**config.mk**
```make
export PLATFORM = sky130hd
export DESIGN_NAME = abc_sweep_capture
export DESIGN_NICKNAME = d
export VERILOG_FILES = /design/src/rtl/sweep_pkg.sv /design/src/rtl/sweep_golden.sv /design/src/rtl/abc_sweep_capture.sv
export SDC_FILE = /design/constraint.sdc
export NUM_CORES = 1
export LEC_CHECK = 0
export ABC_CLOCK_PERIOD_IN_PS = 5200
export BUFFER_PORTS_ARGS = -buffer_cell sky130_fd_sc_hd__buf_2
export CORE_MARGIN = 4
export CORE_UTILIZATION = 25
export CTS_CLUSTER_SIZE = 30
export DETAILED_ROUTE_END_ITERATION = 16
export PLACE_DENSITY = 0.5
export SKIP_LAST_GASP = 1
export SLEW_MARGIN = 20
export SYNTH_ARGS = -nofsm -noshare
export SYNTH_HDL_FRONTEND = slang
export SYNTH_SLANG_ARGS = --single-unit
```
**constraint.sdc**
```tcl
create_clock -name clk -period 5.2 [get_ports clk]
set_input_delay 1.04 -clock clk [delete_from_list [all_inputs] [get_ports clk]]
set_output_delay 1.04 -clock clk [all_outputs]
set_load 0.1 [all_outputs]
```
**src/rtl/sweep_pkg.sv**
```systemverilog
// Shared definitions for the a/b/c sweep-and-capture block: FSM state
// encoding, table geometry and the default settle time.
package sweep_pkg;

    typedef enum logic [1:0] {
        ST_IDLE    = 2'd0,
        ST_SETTLE  = 2'd1,
        ST_CAPTURE = 2'd2,
        ST_DONE    = 2'd3
    } sweep_state_e;

    localparam int NUM_VECTORS       = 8;
    localparam int RESULT_W          = 16;
    localparam int SETTLE_CYCLES_DEF = 2;

endpackage

```
**src/rtl/sweep_golden.sv**
```systemverilog
// Golden model of the combinational stage under test: x = ~c ^ (a | b),
// y = a & b. Only compiled when SWEEP_SELFCHECK_EN is defined, since the
// sweep block instantiates it only in that build.
`ifdef SWEEP_SELFCHECK_EN
module sweep_golden (
    input  logic a,
    input  logic b,
    input  logic c,
    output logic x,
    output logic y
);

    // pure combinational reference of the stage
    always_comb begin
        x = ~c ^ (a | b);
        y = a & b;
    end

endmodule
`endif

```
**src/rtl/abc_sweep_capture.sv**
```systemverilog
// abc_sweep_capture: steps a 3-bit vector through all 8 codes on a/b/c,
// waits SETTLE_CYCLES for the combinational stage to settle, captures
// {y_in,x_in} per vector into a 16-bit table and raises done.
// Optional feature macro: SWEEP_SELFCHECK_EN adds a golden-model compare
// and the mismatch_cnt output.
//
// state      | meaning
// -----------+-------------------------------------------------------
// ST_IDLE    | waiting for start; results hold last table
// ST_SETTLE  | vector applied, counting down settle time
// ST_CAPTURE | one cycle: write {y_in,x_in} for current vector
// ST_DONE    | table complete, waiting for ack
//
// done is a registered flag set one cycle after entering ST_DONE, so a
// completed sweep reports 8*(SETTLE_CYCLES+1)+1 cycles after start.
module abc_sweep_capture
    import sweep_pkg::*;
#(
    parameter int SETTLE_CYCLES = SETTLE_CYCLES_DEF
) (
    input  logic                clk,
    input  logic                reset,
    input  logic                start,
    input  logic                ack,
    input  logic                x_in,
    input  logic                y_in,
    output logic                a,
    output logic                b,
    output logic                c,
    output logic                busy,
    output logic                done,
    output logic [RESULT_W-1:0] results
`ifdef SWEEP_SELFCHECK_EN
    ,
    output logic [3:0]          mismatch_cnt
`endif
);

    localparam logic [3:0] SETTLE_LOAD = 4'(SETTLE_CYCLES - 1);

    sweep_state_e          state_q, state_d;
    logic [2:0]            idx_q, idx_d;
    logic [3:0]            cnt_q, cnt_d;
    logic [RESULT_W-1:0]   results_q, results_d;
    logic                  done_q, done_d;

`ifdef SWEEP_SELFCHECK_EN
    logic [3:0]            mis_q, mis_d;
    logic                  gold_x, gold_y;

    sweep_golden u_golden (
        .a (idx_q[2]),
        .b (idx_q[1]),
        .c (idx_q[0]),
        .x (gold_x),
        .y (gold_y)
    );
`endif

    // next-state, vector index, settle timer and capture logic
    always_comb begin
        state_d   = state_q;
        idx_d     = idx_q;
        cnt_d     = cnt_q;
        results_d = results_q;
        done_d    = 1'b0;
`ifdef SWEEP_SELFCHECK_EN
        mis_d     = mis_q;
`endif
        case (state_q)
            ST_IDLE: begin
                if (start) begin
                    results_d = '0;
                    idx_d     = 3'd0;
                    cnt_d     = SETTLE_LOAD;
                    state_d   = ST_SETTLE;
`ifdef SWEEP_SELFCHECK_EN
                    mis_d     = 4'd0;
`endif
                end
            end
            ST_SETTLE: begin
                if (cnt_q == 4'd0) begin
                    state_d = ST_CAPTURE;
                end else begin
                    cnt_d = cnt_q - 4'd1;
                end
            end
            ST_CAPTURE: begin
                results_d[{idx_q, 1'b0} +: 2] = {y_in, x_in};
`ifdef SWEEP_SELFCHECK_EN
                if (((x_in != gold_x) || (y_in != gold_y)) && (mis_q != 4'd8)) begin
                    mis_d = mis_q + 4'd1;
                end
`endif
                if (idx_q == 3'd7) begin
                    state_d = ST_DONE;
                end else begin
                    idx_d   = idx_q + 3'd1;
                    cnt_d   = SETTLE_LOAD;
                    state_d = ST_SETTLE;
                end
            end
            ST_DONE: begin
                // ack has priority; start is ignored here
                if (ack) begin
                    state_d = ST_IDLE;
                end else begin
                    done_d = 1'b1;
                end
            end
            default: begin
                state_d = ST_IDLE;
            end
        endcase
    end

    // state registers with synchronous reset
    always_ff @(posedge clk) begin
        if (reset) begin
            state_q   <= ST_IDLE;
            idx_q     <= 3'd0;
            cnt_q     <= 4'd0;
            results_q <= '0;
            done_q    <= 1'b0;
`ifdef SWEEP_SELFCHECK_EN
            mis_q     <= 4'd0;
`endif
        end else begin
            state_q   <= state_d;
            idx_q     <= idx_d;
            cnt_q     <= cnt_d;
            results_q <= results_d;
            done_q    <= done_d;
`ifdef SWEEP_SELFCHECK_EN
            mis_q     <= mis_d;
`endif
        end
    end

    // outputs come straight from registers
    always_comb begin
        a       = idx_q[2];
        b       = idx_q[1];
        c       = idx_q[0];
        busy    = (state_q == ST_SETTLE) || (state_q == ST_CAPTURE);
        done    = done_q;
        results = results_q;
`ifdef SWEEP_SELFCHECK_EN
        mismatch_cnt = mis_q;
`endif
    end

endmodule
```
==> impl_metrics.env <==
export IMPL_routedWlPerCell_microns=12.3
export IMPL_routed_wl_microns=3020
export IMPL_drv_cap=0
export IMPL_ys_types=38
export IMPL_via_per_inst=4.56
export IMPL_start_util_pct=26.4
export IMPL_cp_arrival_ns=1.45
export IMPL_path_max_fanout=5
export IMPL_fin_crit_sh_pct=47.8
export IMPL_cts_buffers=3
export IMPL_synth_compound_area_share_pct=17.4
export IMPL_crit_chain="inv_1 -> ha_1 -> buf_2"
export IMPL_layout_nets=195
export IMPL_crit_type="reg2out"
export IMPL_rsz0062_at_grt="false"
export IMPL_clock_sinks=26
export IMPL_gp_congestion=0.832
export IMPL_fin_tns_setup_ns=0
export IMPL_r2r_cells=6
export IMPL_crit_family="buffers and inverters"
export IMPL_worstSetupPathDepth=3
export IMPL_core_area_sq_um=5240
export IMPL_drtIter0Drc=36
export IMPL_antenna_found_initial=0
export IMPL_antenna_cells=0
export IMPL_die_w_microns=82.4
export IMPL_synthCells=148
export IMPL_cpPeakStageDelay_ns=0.41
export IMPL_ant_nets=0
export IMPL_p_leak_nw=0.733
export IMPL_pre_cts_slack_ns=2.92
export IMPL_ios=27
export IMPL_htree_levels=1
export IMPL_start_kind="register"
export IMPL_max_freq_mhz=402
export IMPL_portBuffers=26
export IMPL_remaining_drc_errors=0
export IMPL_r2r_end="results[9]$_SDFFE_PP0P_"
export IMPL_synthMuxAreaShare_pct=7.23
export IMPL_synthSimpleGateAreaFrac_pct=21.7
export IMPL_gr_total_overflow=0
export IMPL_final_area_sq_um=1660
export IMPL_yosysSeqAreaShare_pct=37.6
export IMPL_status="finished, final reports clean"
export IMPL_finalHoldViolCount=0
export IMPL_worstSetupStartpoint="state_q[0]$_SDFFE_PP0P_"
export IMPL_finalSetupViolCount=0
export IMPL_insertion_delay_ns=0.27
export IMPL_syn_cell_area_sq_um=1390
export IMPL_avgSynthCellArea_sq_um=9.36
export IMPL_cp_end_kind="output port"
export IMPL_final_cell_mix="dfxtp_1, buf_2, nand2_1, inv_1, ha_1"
export IMPL_grt_pass1_wl_microns=5370
export IMPL_clock_path_buffers=2
export IMPL_crit_buf_inv=2
export IMPL_die_height_microns=82.4
export IMPL_finalClockSkew_ns=0.00534
export IMPL_synth_ff_latch_count=26
export IMPL_ctsResizeCount=0
export IMPL_yosysWarnings=0
export IMPL_synth_xor_area_share_pct=0
export IMPL_period_needed_ns=2.49
export IMPL_worstMarginPinSlew_ns=0.719
export IMPL_grt_max_degree=17
export IMPL_vdd_drop_max_mv=0.190
export IMPL_finalMaxSlewViolations=0
export IMPL_die_area_sq_um=6800
export IMPL_clk_pin_slew_worst_paths_ns=0.09
export IMPL_track_usage_pct=10.3
export IMPL_reg2reg_from="idx_q[0]$_SDFFE_PP0P_"
export IMPL_cp_slowest_cell="dfxtp_1"
export IMPL_r2r_setup_slack_ns=3.17
export IMPL_ctsHoldBuffers=0
export IMPL_synth_nets=167
export IMPL_min_delay_path_class="reg2reg"
export IMPL_cts_setup_buffers=0
export IMPL_drt_pass1_iter_count=4
export IMPL_relSlewSlack_pct=51.9
export IMPL_place_area_sq_um=1590
export IMPL_crit_required_ns=4.16
export IMPL_tritoncts="built"
export IMPL_vias=1118
export IMPL_grt_pass1_vias=1149
export IMPL_root_buffer="clkbuf_8"
export IMPL_hpwlAfterDp_microns=2360
export IMPL_power_density_nw_per_um2=414
export IMPL_drive_gt1_share_pct=22.3
export IMPL_crit_end="busy"
export IMPL_syn_to_final_growth_pct=20.1
export IMPL_synth_adder_area_share_pct=11.7
export IMPL_placementRows=26
export IMPL_timing_final_ws_setup_ns=2.71
export IMPL_synth_top_family_by_area="simple AND/OR/NAND/NOR gates"
## worst reg2reg max path, stage by stage, from the launching register on
cell and delay [ns]:
dfxtp_1 0.47, inv_1 0.13, ha_1 0.24, ha_1 0.47
o2111ai_1 0.23, a21bo_2 0.27, o2bb2ai_1 0.12
## state kept, by name (all words and copies together) (netlist names)
signal	count
results	16
state_q	2
idx_q	3
done	1
cnt_q	4
## metal layers
layer	vias to the layer above	part of all wire (%)	global-route usage (%)
li1	584	-	-
met1	511	51	14.3
met2	19	43	15.2
met3	4	4.7	2.06
met4	0	1.8	4.49
met5	-	0	0
## cells in the mapped netlist
library cell | number | area, sq um
a2111oi_0 | 1 | 8.76
a211oi_2 | 1 | 12.5
a21bo_2 | 2 | 20.0
a21o_2 | 1 | 8.76
a21oi_1 | 4 | 20.0
a221oi_4 | 1 | 26.3
a22o_1 | 2 | 17.5
a22oi_1 | 2 | 15.0
a31oi_1 | 1 | 6.26
a32o_1 | 2 | 20.0
and2_1 | 1 | 6.26
and3_1 | 2 | 12.5
and4_1 | 1 | 8.76
and4bb_2 | 1 | 12.5
clkbuf_1 | 3 | 11.3
dfxtp_1 | 26 | 521
ha_1 | 13 | 163
inv_1 | 13 | 48.8
mux2i_1 | 10 | 100
nand2_1 | 14 | 52.6
nand2b_1 | 4 | 25.0
nand3_1 | 7 | 35.0
nand3b_1 | 2 | 15.0
nand4_1 | 2 | 12.5
nor2_1 | 9 | 33.8
nor2b_1 | 3 | 18.8
nor3_1 | 2 | 10.0
nor3b_1 | 2 | 15.0
o2111ai_1 | 1 | 8.76
o21ai_0 | 3 | 15.0
o2bb2ai_1 | 4 | 35.0
o32a_1 | 1 | 10.0
o32ai_1 | 2 | 17.5
or2_1 | 1 | 6.26
or3_1 | 1 | 6.26
or3_2 | 1 | 7.51
or3_4 | 1 | 11.3
or3b_4 | 1 | 11.3
## power breakdown
| group | internal [mW] | total, mW | switching (mW) |
|---|---|---|---|
| Combinational | 0.0981 | 0.291 | 0.193 |
| Sequential | 0.216 | 0.229 | 0.0131 |
| Clock | 0.103 | 0.168 | 0.0647 |
| Total | 0.417 | 0.688 | 0.271 |
## cells by family (layout without fill, tap and decap cells)
logic type	count (synthesis)	count (layout)
adders and majority gates	13	13
AOI/OAI and AO/OA	28	28
DFF	26	26
buffers and inverters	16	43
and+or+nand+nor	55	55
muxes	10	10
## per-stage QoR
step / util (%) / total power [mW] / hold WS, ns / cells
after floorplan: - / 0.479 / 0.450 / 148
after global placement: 30.4 / 0.526 / 0.452 / 241
after detailed placement: 30.4 / 0.525 / 0.448 / 241
after CTS: 31.7 / 0.697 / 0.468 / 245
after global routing: 31.7 / 0.741 / 0.485 / 245
final: 31.7 / 0.688 / 0.463 / 245
## worst min-delay path by stage
| stage | start | endpoint | slack [ns] | depth (start not counted) |
|---|---|---|---|---|
| after floorplan | cnt_q[0]$_SDFFE_PP0P_ | cnt_q[0]$_SDFFE_PP0P_ | 0.45 | 2 |
| after global placement | results[3]$_SDFFE_PP0P_ | results[3]$_SDFFE_PP0P_ | 0.45 | 2 |
| after detailed placement | results[1]$_SDFFE_PP0P_ | results[1]$_SDFFE_PP0P_ | 0.45 | 1 |
| after CTS | results[2]$_SDFFE_PP0P_ | results[2]$_SDFFE_PP0P_ | 0.47 | 2 |
| after global routing | results[3]$_SDFFE_PP0P_ | results[3]$_SDFFE_PP0P_ | 0.48 | 2 |
| final | results[2]$_SDFFE_PP0P_ | results[2]$_SDFFE_PP0P_ | 0.46 | 2 |
## final cells by class
class,instances,area [sq um]
fill,552,3570
multi-input combinational,106,805
sequential,26,520
timing repair buffer,26,130
tap,70,87.6
inverter,13,48.8
clock buffer,3,41.3
clock inverter,1,30.0
Power figures use the tool's default switching activity.
